[src/rtl/alu_result_stage.sv]
// rtl/alu_result_stage.sv - ALU result capture, 2-entry skid buffer, flag commit and write counter
//
// Purpose:
//   Registered stage behind the 16-bit ALU. Each accepted result is captured
//   together with its destination tag and its condition flags (z/n/c/v). The
//   flags are derived at capture time. Results pass through a main register
//   plus a skid register to register-file writeback, one per cycle. A result
//   that leaves with setf=1 updates the architectural flags. A result that
//   leaves with we=1 increments the commit counter.
//
// Ports:
//   clk, rst                  rising-edge clock, asynchronous active-high reset
//   in_valid / in_ready       upstream handshake (in_ready is registered)
//   in_y, in_c, in_v          ALU result, carry out, signed overflow
//   in_rd, in_we, in_setf     destination register, write qualifier, flag update
//   flush                     synchronous discard of all buffered results
//   out_valid / out_ready     writeback handshake
//   out_y, out_rd, out_we     writeback entry
//   flag_z/n/c/v              architectural flags
//   commit_cnt                number of committed writes (wraps)

module alu_result_stage #(
  parameter int WIDTH = 16,
  parameter int RADDR = 4,
  parameter int CNTW  = 16
) (
  input  logic             clk,
  input  logic             rst,
  input  logic             in_valid,
  output logic             in_ready,
  input  logic [WIDTH-1:0] in_y,
  input  logic             in_c,
  input  logic             in_v,
  input  logic [RADDR-1:0] in_rd,
  input  logic             in_we,
  input  logic             in_setf,
  input  logic             flush,
  output logic             out_valid,
  input  logic             out_ready,
  output logic [WIDTH-1:0] out_y,
  output logic [RADDR-1:0] out_rd,
  output logic             out_we,
  output logic             flag_z,
  output logic             flag_n,
  output logic             flag_c,
  output logic             flag_v,
  output logic [CNTW-1:0]  commit_cnt
);

  // Entry layout: {y, rd, we, setf, z, n, c, v}
  localparam int EW = WIDTH + RADDR + 6;

  logic [EW-1:0]   r_main;
  logic [EW-1:0]   r_skid;
  logic            r_main_valid;
  logic            r_skid_valid;
  logic            r_in_ready;
  logic            r_flag_z;
  logic            r_flag_n;
  logic            r_flag_c;
  logic            r_flag_v;
  logic [CNTW-1:0] r_cnt;

  logic [EW-1:0]   w_in_entry;
  logic            w_in_xfer;
  logic            w_out_xfer;
  logic            w_main_load;
  logic [EW-1:0]   w_main_n;
  logic [EW-1:0]   w_skid_n;
  logic            w_main_valid_n;
  logic            w_skid_valid_n;

  assign w_in_entry  = {in_y, in_rd, in_we, in_setf, (in_y == '0), in_y[WIDTH-1], in_c, in_v};
  assign w_in_xfer   = in_valid & r_in_ready;
  assign w_out_xfer  = r_main_valid & out_ready;
  assign w_main_load = !r_main_valid | w_out_xfer;

  // in_ready is registered as !skid_valid, so an accepted input always finds
  // the skid empty; a skid entry and a new input never compete for main.
  always_comb begin
    w_main_n       = r_main;
    w_skid_n       = r_skid;
    w_main_valid_n = r_main_valid;
    w_skid_valid_n = r_skid_valid;
    if (flush) begin
      w_main_n       = '0;
      w_main_valid_n = 1'b0;
      w_skid_valid_n = 1'b0;
    end else if (w_main_load) begin
      if (r_skid_valid) begin
        w_main_n       = r_skid;
        w_main_valid_n = 1'b1;
        w_skid_valid_n = 1'b0;
      end else if (w_in_xfer) begin
        w_main_n       = w_in_entry;
        w_main_valid_n = 1'b1;
      end else begin
        w_main_valid_n = 1'b0;
      end
    end else if (w_in_xfer) begin
      // main is full and stalled: park the new result in the skid register
      w_skid_n       = w_in_entry;
      w_skid_valid_n = 1'b1;
    end
  end

  always_ff @(posedge clk or posedge rst) begin
    if (rst) begin
      r_main       <= '0;
      r_skid       <= '0;
      r_main_valid <= 1'b0;
      r_skid_valid <= 1'b0;
      r_in_ready   <= 1'b1;
      r_flag_z     <= 1'b0;
      r_flag_n     <= 1'b0;
      r_flag_c     <= 1'b0;
      r_flag_v     <= 1'b0;
      r_cnt        <= '0;
    end else begin
      r_main       <= w_main_n;
      r_skid       <= w_skid_n;
      r_main_valid <= w_main_valid_n;
      r_skid_valid <= w_skid_valid_n;
      r_in_ready   <= !w_skid_valid_n;
      // A result leaving in a flush cycle still commits.
      if (w_out_xfer) begin
        if (r_main[4]) begin
          r_flag_z <= r_main[3];
          r_flag_n <= r_main[2];
          r_flag_c <= r_main[1];
          r_flag_v <= r_main[0];
        end
        if (r_main[5]) begin
          r_cnt <= r_cnt + {{(CNTW-1){1'b0}}, 1'b1};
        end
      end
    end
  end

  assign in_ready   = r_in_ready;
  assign out_valid  = r_main_valid;
  assign out_y      = r_main[EW-1 -: WIDTH];
  assign out_rd     = r_main[EW-WIDTH-1 -: RADDR];
  assign out_we     = r_main[5];
  assign flag_z     = r_flag_z;
  assign flag_n     = r_flag_n;
  assign flag_c     = r_flag_c;
  assign flag_v     = r_flag_v;
  assign commit_cnt = r_cnt;

endmodule

[config.mk]
export PLATFORM = sky130hd
export DESIGN_NAME = alu_result_stage
export DESIGN_NICKNAME = d
export VERILOG_FILES = /design/src/rtl/alu_result_stage.sv
export SDC_FILE = /design/constraint.sdc
export NUM_CORES = 1
export LEC_CHECK = 0
export ABC_AREA = 1
export CELL_PAD_IN_SITES_DETAIL_PLACEMENT = 0
export CELL_PAD_IN_SITES_GLOBAL_PLACEMENT = 1
export CORE_MARGIN = 2
export CORE_UTILIZATION = 38
export CTS_BUF_LIST = sky130_fd_sc_hd__clkbuf_16
export CTS_CLUSTER_DIAMETER = 80
export CTS_CLUSTER_SIZE = 14
export DETAILED_ROUTE_END_ITERATION = 8
export PLACE_DENSITY = 0.82
export SLEW_MARGIN = 25
export SYNTH_ARGS = -nofsm -noshare
export SYNTH_HDL_FRONTEND = slang
export SYNTH_SLANG_ARGS = --single-unit
[constraint.sdc]
create_clock -name clk -period 2.6 [get_ports clk]
set_clock_uncertainty 0.15 [all_clocks]
set_input_delay 0.26 -clock clk [delete_from_list [all_inputs] [get_ports clk]]
set_output_delay 0.26 -clock clk [all_outputs]
set_load 0.02 [all_outputs]
* After elaboration in Yosys (flattened, before gate mapping) *
Index checks and enable logic that the tools add are counted.

storage, ports and cells
  memory bits (read-only) = 0
  output and inout bits = 43
  memories kept = 0
  flip-flop bits (word level) = 75
  input port bits = 29
  memory bits (writable) = 0
  bits in latches = 0

operators by class
  reduce and logical (&&, ||, !) cells = 9
  eq/ne operators = 0
  $mul = 0
  magnitude comparators = 0
  divide/modulo/power cells = 0
  bitwise logic cells = 5
  shifts and indexed selects = 0
  mux-type cells = 11
  $add $sub $neg = 1

operator list
  operator                                       count
  2-to-1 mux 26 bit                              4
  adder 16 x 1 -> 16 bit, second input constant  1
  logical NOT 16 bit                             1
  2-to-1 mux 1 bit                               7
  AND reduction 2 bit                            3
  AND reduction 3 bit                            1
  nonzero test 3 bit                             1
  AND 1 bit                                      2
  logical NOT 1 bit                              2
  inverter 1 bit                                 2
  nonzero test 2 bit                             1
  bitwise OR 1 bit                               1

* Depth between registers and ports, before layout *
Gate-level depths: netlist (run 1).

  word-level depth = 5
  mapped depth = 8
  gate-level depth less buffers = 8

* Least setup slack after synthesis (run 1) *
No wires, ideal clock.

  path type = register to register
  start = register r_in_ready, in the netlist in_ready
  end = register r_main[10]
  slack = 1.092 ns
  clock period less this slack = 1.508 ns
  path buffers = 1
  required time = 2.323 ns
  data arrival time = 1.230 ns
  setup time = 0.127 ns
  cell stages (with the launch flop) = 9
  cell sequence = dfstp_2 > nand2_1 > nand2_1 > nand2_1 > nand2_2 > inv_2 > buf_6 > nand2_1 > o21ai_0

between the ends
  longest elaborated chain between the ends = 3

ends and longest elaborated chain
  what                                  RTL line  source
  start: declaration                    57        logic r_in_ready;
  start signal: assignment              124       r_in_ready <= !w_skid_valid_n;
  AND 1 bit                             74        assign w_in_xfer = in_valid & r_in_ready;
  nonzero test 3 bit (no source line)   -
  AND reduction 2 bit (no source line)  -
  end signal: assignment                120       r_main <= w_main_n;
  end: declaration                      53        logic [EW-1:0] r_main;

No other way between the ends.
A chain may end at the register's enable or synchronous reset.

* Worst setup path in the final report (run 1) *
  start = register r_in_ready, in the netlist in_ready
  end = output in_ready

RTL lines
  what              RTL line  source
  end: declaration  30        output logic in_ready,

No word-level cell between the ends.

==> impl_results.md, run 1 <==
* Gate count after technology mapping at 407
* Post-Synth XOR/XNOR Area at 2.24%
* Initial antenna violation count at 0
* # IOs at 72
* FILL cells at 886
* Area of the mapped netlist at 3520 sq um
* Worst setup path startpoint: in_ready
* Reg2reg path depth at 5
* Die height at 100 microns
* Clock transition at path regs at 0.05 ns
* Mux contribution to synthesized area at 0.320%
* Die area at 10100 sq um
* Detailed placement HPWL at 5.01 mm
* RSZ-0062 raised after global routing: false
* I/O Buffers at 71
* Synth Area in Simple Gates at 19.7%
* Area grow syn2layout at 25.9%
* Worst VDD drop at 0.357 mV
* Critical Path End Type: output pin
* Layout cells sized above 1 at 9.48%
* Gr usage total at 15.7%
* CP Data Required Time at 2.19 ns
* RR Endpoint: r_skid[15]
* Post-synth EDFFs at 0
* Count of pins over their slew limit at 0
* Leak pwr at 2.18 nW
* Critical path class: flip-flop to output pin
* Antenna-violating nets left at 0
* Total power at 3.05 mW
* GRT Residual Overflow at 0
* Family with the most delay on the worst path: buffers and inverters
* Drt total wl at 7.09 mm
* Status: completed
* Pre-antenna DRT Iters at 5
* # resized after CTS at 0
* CP cell instances: clkdlybuf4s50_1
* N_diodes at 0
* Final hold vios at 0
* Pin count of the biggest net entering global routing at 51
* Yosys cell types at 27
* Max cap viols at 0
* Main combinational cell family by area after synthesis: simple AND/OR/NAND/NOR gates
* Compound-Gate Fraction of Synth Area at 12.6%
* Register area share after synthesis at 51.9%
* Slew at the pin closest to its max-slew limit at 0.612 ns
* WL/cell at 12.3 microns
* CP Launch Type: flip-flop
* Rel. slew slack at 59.2%
* Worst path slowest cell: clkdlybuf4s50_1
* CTS Hold Bufs at 0
* Top_reg_cell synth: dfrtp_1
* 1st-iter DRT viols at 121
* Initial Util at 38.7%
* Syn Area/Cell at 8.66 sq um
* Max Buffers Root-to-Sink at 2
* Reg2reg start: out_valid
* Vias in the first global route at 2585
* WP buf/inv at 1
* Period utilization at 73.1%
* Pwr/cell area at 687 nW/um^2
* Async S/R FF share, synth at 100%
* Core area at 9110 sq um
* Worst-path fanout max at 3
* Root buf cell: clkbuf_16
* Yosys warning count at 0
* H-tree depth at 3
* Reg2reg setup slack at 0.84 ns
* Post-CTS Setup Inserts at 0
* F_max at 526 MHz
* CTS Buf Count at 9
* Die Wd at 100 microns
* Residual DRC at 0
* Final min period at 1.90 ns
* Final TNS setup at 0 ns
* CTS tree: built
* Row Count at 35
* Critical path data arrival time at 1.49 ns
* DR vias/cell at 4.60
* Adder-cell share of the synthesized area at 0.355%
* Gpl congestion at 0.771
* Worst hold path type: input port to async pin
* Nets at 489
* Post-Syn Nets at 437
* Most common cell after layout, fill and taps aside: nand2_1
* Clock Sinks at 73
* Routed via count at 2646
* First-pass GRT wire length at 12.3 mm
* Post-synthesis register bit count at 73
* Final setup vio count at 0
* Worst-Skew Late Latency at 0.32 ns
* Most frequent cells in the layout: 111 x nand2_1, 72 x dfrtp_1, 71 x clkdlybuf4s50_1
* CP max stage delay at 0.61 ns
-- per-stage QoR --
stage	instance area (sq um)	hold slack, ns	setup slack (ns)	cells	utilization (%)
after floorplan	3520	0.220	0.338	407	-
after global routing	4440	0.183	0.582	575	48.7
after global placement	4160	0.311	0.491	559	45.6
after CTS	4440	0.149	0.676	575	48.7
after detailed placement	4160	0.317	0.453	559	45.6
final	4440	0.140	0.700	575	48.7
-- cells in the mapped netlist, types with 2 or more instances --
| library cell | count | area (sq um) |
|---|---|---|
| nand2_1 | 111 | 417 |
| dfrtp_1 | 72 | 1800 |
| inv_1 | 50 | 188 |
| o21ai_0 | 43 | 215 |
| nor2_1 | 23 | 86.3 |
| buf_4 | 20 | 150 |
| o21ai_1 | 18 | 90.1 |
| o21ai_2 | 13 | 114 |
| nand3_1 | 10 | 50.1 |
| buf_6 | 7 | 78.8 |
| xor2_1 | 6 | 52.6 |
| clkbuf_1 | 5 | 18.8 |
| nand2_2 | 3 | 18.8 |
| nand3_4 | 3 | 52.6 |
| nand4_1 | 3 | 18.8 |
| nor2_4 | 3 | 33.8 |
| o22ai_1 | 3 | 18.8 |
| xnor2_1 | 3 | 26.3 |
| inv_2 | 2 | 7.51 |
| nor2_2 | 2 | 12.5 |
-- worst max path at each step --
stage               cells after the start             to
finish                                  1       in_ready
global route                            7     r_skid[18]
CTS                                     1       in_ready
detailed placement                      7     r_skid[15]
global placement                        7      r_skid[3]
floorplan                               1  commit_cnt[0]
-- logic make-up (layout without fill, tap and decap cells) --
kind of cell,after synthesis,count (layout)
buffers and inverters,86,143
AO/OA/AOI/OAI,78,78
multiplexers,1,1
flip-flops,73,73
XOR/XNOR,9,9
adder cells (fa/ha/maj),1,1
AND/OR/NAND/NOR,159,159
-- where the power goes --
group          leakage (nW)  internal (mW)  switching (mW)  total (mW)
Sequential            0.949           1.29          0.0970        1.39
Combinational          1.08          0.236           0.270       0.506
Clock                 0.144          0.723           0.428        1.15
-- final cells by class --
class	count	area [sq um]	share of cell area (%)
Timing Repair Buffer	75	753	17.0
Multi-Input combinational cell	248	1240	28.0
Clock buffer	9	225	5.08
Inverter	52	195	4.40
Tap cell	111	139	3.13
Sequential cell	73	1830	41.2
Clock inverter	7	53.8	1.21
-- layer usage --
layer,wire length (microns),track usage [%],vias to the layer above
li1,-,-,1356
met2,3450,25.1,58
met3,265,5.01,2
met1,3330,20.4,1230
met5,0,0,-
met4,37,4.74,0
(Power assumes the default switching activity.)
==> run 2: changes to the inputs <==
Clock period 2.6 ns to 1.97 ns, I/O delays scaled along.
==> run 2 against run 1 <==
Compared with the run above: sequential share of layout area is 0.35 points lower; utilization up 0.41 points; clock power increased by 37%; global-route usage shrank 0.084 points; die area unchanged; first-iteration DRC count shrank 26%; via count increased by 0.91%; hold slack got worse by 0.063 ns; largest cell class unchanged; largest power group unchanged; highest routed layer unchanged.
==> impl_results.md, run 2 (synthesized netlist as in run 1, its figures left out) <==
* Reg2reg path depth at 7 (+2)
* CP cell instances: clkdlybuf4s50_1
* Critical path class: flip-flop to output pin
* Rel. slew slack at 70.5% (+11 points)
* Pre-antenna DRT Iters at 4 (-1)
* Stages on the worst setup path at 1 (unchanged)
* Total power at 4.08 mW (+34%)
* Clock Sinks at 73 (unchanged)
* Power share of the clock group at 38.5% (+0.7 points)
* Die area at 10100 sq um (unchanged)
* Die Wd at 100 microns (unchanged)
* Setup crit end: in_ready
* Core area at 9110 sq um (unchanged)
* Hold slack at 0.0775 ns (-0.0627 ns)
* N_diodes at 0 (unchanged)
* WL/cell at 12.6 microns (+2.0%)
* Drt total wl at 7.23 mm (+2.0%)
* Worst-path fanout max at 3 (unchanged)
* Switching share of power at 26.7% (+0.63 points)
* Final hold vios at 0 (unchanged)
* Pwr/cell area at 911 nW/um^2 (+33%)
* Layout cells sized above 1 at 10.1% (+0.65 points)
* Initial Util at 38.7% (unchanged)
* Reg2reg start: in_ready
* CTS Buf Count at 9 (unchanged)
* Initial antenna violation count at 0 (unchanged)
* Leak pwr at 2.18 nW (about the same)
* F_max at 546 MHz
* Antenna-violating nets left at 0 (unchanged)
* Die height at 100 microns (unchanged)
* 1st-iter DRT viols at 89 (-26%)
* Critical path data arrival time at 1.49 ns (about the same)
* H-tree depth at 3 (unchanged)
* Pin count of the biggest net entering global routing at 51 (unchanged)
* Worst VDD drop at 0.486 mV (+36%)
* Area occupied by registers at 1830 sq um (unchanged)
* Multi-input gate area at 1240 sq um (unchanged)
* Status: completed
* Net switching power at 1.09 mW (+37%)
* Worst hold path type: input port to async pin
* Row Count at 35 (unchanged)
* RR Endpoint: r_main[9]
* Vias in the first global route at 2657 (+2.8%)
* Slew at the pin closest to its max-slew limit at 0.442 ns (-0.170 ns)
* Combinational Power Share at 16.4% (-0.2 points)
* Int Power at 2.99 mW (+33%)
* CP Launch Type: flip-flop
* WP buf/inv at 1 (unchanged)
* First-pass GRT wire length at 12.4 mm (+0.11%)
* CP max stage delay at 0.61 ns (about the same)
* Cell Count, Final, Fillers Out at 575 (unchanged)
* RSZ-0062 raised after global routing: false
* DR vias/cell at 4.64 (+0.91%)
* Gr usage total at 15.6% (-0.084 points)
* Final setup vio count at 0 (unchanged)
* Placed cells at 559 (unchanged)
* Period utilization at 93.0%
* Family with the most delay on the worst path: buffers and inverters
* CTS Hold Bufs at 0 (unchanged)
* Fin util at 49.1% (+0.41 points)
* Root buf cell: clkbuf_16
* FILL cells at 880 (-0.68%)
* Count of pins over their slew limit at 0 (unchanged)
* CTS tree: built
* Most common cell after layout, fill and taps aside: nand2_1
* Most frequent cells in the layout: 111 x nand2_1, 72 x dfrtp_1, 71 x clkdlybuf4s50_1
* Reg2reg setup slack at 0.38 ns (-0.46 ns)
* Max Buffers Root-to-Sink at 2 (unchanged)
* Post-CTS Setup Inserts at 0 (unchanged)
* Nets at 489 (unchanged)
* Final min period at 1.83 ns
* Gpl congestion at 0.774 (+0.43%)
* # resized after CTS at 0 (unchanged)
* Area grow syn2layout at 27.0%
* Seq pwr share at 45.1% (-0.5 points)
* Clock transition at path regs at 0.06 ns (about the same)
* Worst setup path startpoint: in_ready
* Max cap viols at 0 (unchanged)
* CP Data Required Time at 1.62 ns (-0.57 ns)
* Worst path slowest cell: clkdlybuf4s50_1
* Worst-Skew Late Latency at 0.33 ns (about the same)
* # IOs at 72 (unchanged)
* Detailed placement HPWL at 5.09 mm (+1.6%)
* Final TNS setup at 0 ns (unchanged)
* Residual DRC at 0 (unchanged)
* I/O Buffers at 71 (unchanged)
* GRT Residual Overflow at 0 (unchanged)
* Critical Path End Type: output pin
* Routed via count at 2670 (+0.91%)
==> run 2: changes by cell type in the layout (fill, tap and decap cells not counted), sizes merged <==
cell,previous run,this run
clkinvlp,0,3
clkinv,4,3
inv,54,52
==> run 2: final cells by class <==
type | instances | share of cell area, %
tap | 111 | 3.10
multi-input combinational | 248 | 27.8
inverter | 52 | 4.45
sequential | 73 | 40.9
clock buffer | 9 | 5.03
timing repair buffer | 75 | 17.4
clock inverter | 7 | 1.40
==> run 2: routing by layer <==
| metal | global-route usage (%) | vias up | part of all wire, % |
|---|---|---|---|
| met5 | 0 | - | 0 |
| met2 | 25.5 | 55 | 48 |
| met1 | 20.4 | 1244 | 46 |
| met4 | 4.95 | 0 | 1.2 |
| met3 | 3.97 | 9 | 4.7 |
| li1 | - | 1362 | - |
==> run 2: how the worst min path moves through the flow <==
| stage | cells past startpoint | from | to |
|---|---|---|---|
| global placement | 2 | r_skid[23] | r_skid[23] |
| finish | 2 | rst | commit_cnt[0] |
| detailed placement | 2 | r_skid[22] | r_skid[22] |
| global route | 2 | rst | commit_cnt[3] |
| CTS | 2 | rst | commit_cnt[5] |
| floorplan | 1 | flush | out_valid |
==> run 2: worst reg2reg max path, stage by stage (launching register included) <==
cell and delay (ns):
dfstp_2 0.56, nand2_1 0.05, nand2_1 0.15, nand2_1 0.09
nand2_2 0.10, inv_2 0.17, nand2_1 0.10, o21ai_0 0.09
==> run 2: power groups by stage <==
stage	sequential, mW	combinational [mW]	clock, mW
2_1_floorplan	1.88	0.405	0
3_5_place_dp	1.86	0.679	0
5_1_grt	1.86	0.760	1.68
4_1_cts	1.84	0.682	1.59
6_report	1.84	0.670	1.57
3_3_place_gp	1.85	0.668	0
==> run 2: stage by stage <==
step	cell area [sq um]	setup slack, ns
after global routing	4470	0.0943
after CTS	4470	0.125
after global placement	4190	0.202
after detailed placement	4190	0.174
after floorplan	3530	0.462
final	4470	0.137
==> run 3: changes to the inputs <==
Clock period 1.97 ns to 1.85 ns, I/O delays scaled along.
==> run 3 against run 2 <==
Compared with the run above: via count increased by 0.26%; sequential share of layout area decreased by 0.19 points; wire length increased by 0.24%; highest routed layer unchanged; largest power group unchanged; first-iteration DRC count increased by 85%; flip-flop and latch count unchanged; non-clock buffer count increased by 1.
==> impl_results.md, run 3 (synthesized netlist as in run 1, its figures left out) <==
* Drt total wl at 7.25 mm (+0.24%)
* 1st-iter DRT viols at 165 (+85%)
* Worst path slowest cell: clkdlybuf4s50_1
* Stages on the worst setup path at 1 (unchanged)
* CP max stage delay at 0.65 ns (+0.04 ns)
* Grt met3 use at 3.76% (-0.21 points)
* Die Wd at 100 microns (unchanged)
* CP Launch Type: flip-flop
* CP cell instances: clkdlybuf4s50_1
* Worst-Skew Late Latency at 0.32 ns (about the same)
* Initial antenna violation count at 0 (unchanged)
* CTS tree: built
* Setup crit end: out_we
* DR vias/cell at 4.65 (about the same)
* Family with the most delay on the worst path: buffers and inverters
* Final hold vios at 0 (unchanged)
* Area grow syn2layout at 27.6%
* GRT Residual Overflow at 0 (unchanged)
* Count of pins over their slew limit at 0 (unchanged)
* Hold slack at 0.0587 ns (-0.0188 ns)
* Met2 Track Usage GR at 25.3% (-0.15 points)
* Total power at 4.33 mW (+6.3%)
* F_max at 567 MHz
* Vias in the first global route at 2507 (-5.6%)
* Layout cells sized above 1 at 10.3% (+0.19 points)
* Final min period at 1.76 ns
* GRT busiest layer: met2
* Slew at the pin closest to its max-slew limit at 0.441 ns (-0.00148 ns)
* Worst-path fanout max at 3 (unchanged)
* Routed via count at 2677 (+0.26%)
* Rel. slew slack at 70.6% (+0.16 points)
* Max Buffers Root-to-Sink at 2 (unchanged)
* Critical path data arrival time at 1.43 ns (-0.06 ns)
* N_diodes at 0 (unchanged)
* Worst hold path type: input port to async pin
* Root buf cell: clkbuf_16
* Leak pwr at 2.19 nW (+0.68%)
* Reg2reg path depth at 7 (unchanged)
* # IOs at 72 (unchanged)
* Period utilization at 95.3%
* Final TNS setup at 0 ns (unchanged)
* Worst setup path startpoint: r_main[5]
* Pin count of the biggest net entering global routing at 51 (unchanged)
* Design Area, Final at 4500 sq um (+0.48%)
* I/O Buffers at 71 (unchanged)
* WP buf/inv at 1 (unchanged)
* FILL cells at 868 (-1.4%)
* Worst setup margin at 0.0860 ns (-0.0513 ns)
* Most common cell after layout, fill and taps aside: nand2_1
* Core area at 9110 sq um (unchanged)
* Clock Sinks at 73 (unchanged)
* Setup WS pre-CTS at 0.0288 ns (-0.145 ns)
* Critical Path End Type: output pin
* Gpl congestion at 0.717 (-7.4%)
* Clock transition at path regs at 0.06 ns (about the same)
* CTS Buf Count at 9 (unchanged)
* Status: completed
* H-tree depth at 3 (unchanged)
* Pwr/cell area at 964 nW/um^2 (+5.8%)
* Gr usage total at 15.5% (-0.10 points)
* Die area at 10100 sq um (unchanged)
* Pre-antenna DRT Iters at 4 (unchanged)
* Post-CTS Setup Inserts at 0 (unchanged)
* WL/cell at 12.6 microns (about the same)
* Reg2reg start: in_ready
* Post-DP Area at 4210 sq um (+0.48%)
* Worst VDD drop at 0.468 mV (-3.7%)
* CTS Hold Bufs at 0 (unchanged)
* Detailed placement HPWL at 5.12 mm (+0.65%)
* Critical path class: flip-flop to output pin
* Met1 Usage GRT at 20.4% (+0.026 points)
* Initial Util at 38.7% (unchanged)
* Nets at 490 (+0.20%)
* First-pass GRT wire length at 12.1 mm (-1.7%)
* RR Endpoint: r_main[9]
* Residual DRC at 0 (unchanged)
* Row Count at 35 (unchanged)
* Reg2reg setup slack at 0.25 ns (-0.13 ns)
* RSZ-0062 raised after global routing: false
* Most frequent cells in the layout: 111 x nand2_1, 72 x dfrtp_1, 70 x clkdlybuf4s50_1
* Antenna-violating nets left at 0 (unchanged)
* Max cap viols at 0 (unchanged)
* CP Data Required Time at 1.51 ns (-0.11 ns)
* Die height at 100 microns (unchanged)
* Final setup vio count at 0 (unchanged)
[run 3: cell count changes in the layout (fill, tap and decap cells not counted), sizes merged]
| cell | delta |
|---|---|
| clkinv | +3 |
| dlymetal6s2s | +1 |
| clkdlybuf4s50 | -1 |
| inv | -1 |
| buf | +1 |
| clkinvlp | -2 |
[run 3: routing by layer]
layer	part of all wire, %	up-vias	routed length, microns
met2	48	55	3440
met3	4.6	7	332
met5	0	-	0
li1	-	1366	-
met4	1.1	0	80
met1	47	1249	3390
[run 3: how the worst min path moves through the flow]
| stage | from | end | cells past startpoint |
|---|---|---|---|
| after global routing | rst | commit_cnt[3] | 2 |
| final | rst | commit_cnt[3] | 2 |
| after detailed placement | r_skid[8] | r_skid[8] | 2 |
| after global placement | r_skid[23] | r_skid[23] | 2 |
| after CTS | rst | commit_cnt[3] | 2 |
| after floorplan | flush | out_valid | 1 |
[run 3: cell type report]
| type | count | area, sq um | share of cell area [%] |
|---|---|---|---|
| tap | 111 | 139 | 3.09 |
| timing repair buffer | 76 | 801 | 17.8 |
| inverter | 52 | 199 | 4.43 |
| multi-input combinational | 248 | 1240 | 27.6 |
| sequential | 73 | 1830 | 40.7 |
| clock inverter | 7 | 61.3 | 1.36 |
| clock buffer | 9 | 225 | 5.01 |
[run 3: repair_timing]
item,CTS,global route
setup endpoints to repair,0,1
resized for setup,0,1
endpoints found under the hold margin,0,0
[run 3: where the power goes]
part | switching, mW | internal, mW
sequential | 0.137 | 1.82
clock | 0.634 | 1.03
combinational | 0.379 | 0.338
total | 1.15 | 3.18
[run 3: per-stage QoR]
step / utilization, % / instances
5_1_grt: 49.4 / 576
4_1_cts: 49.3 / 576
3_3_place_gp: 46.2 / 560
6_report: 49.4 / 576
2_1_floorplan: - / 407
3_5_place_dp: 46.2 / 560
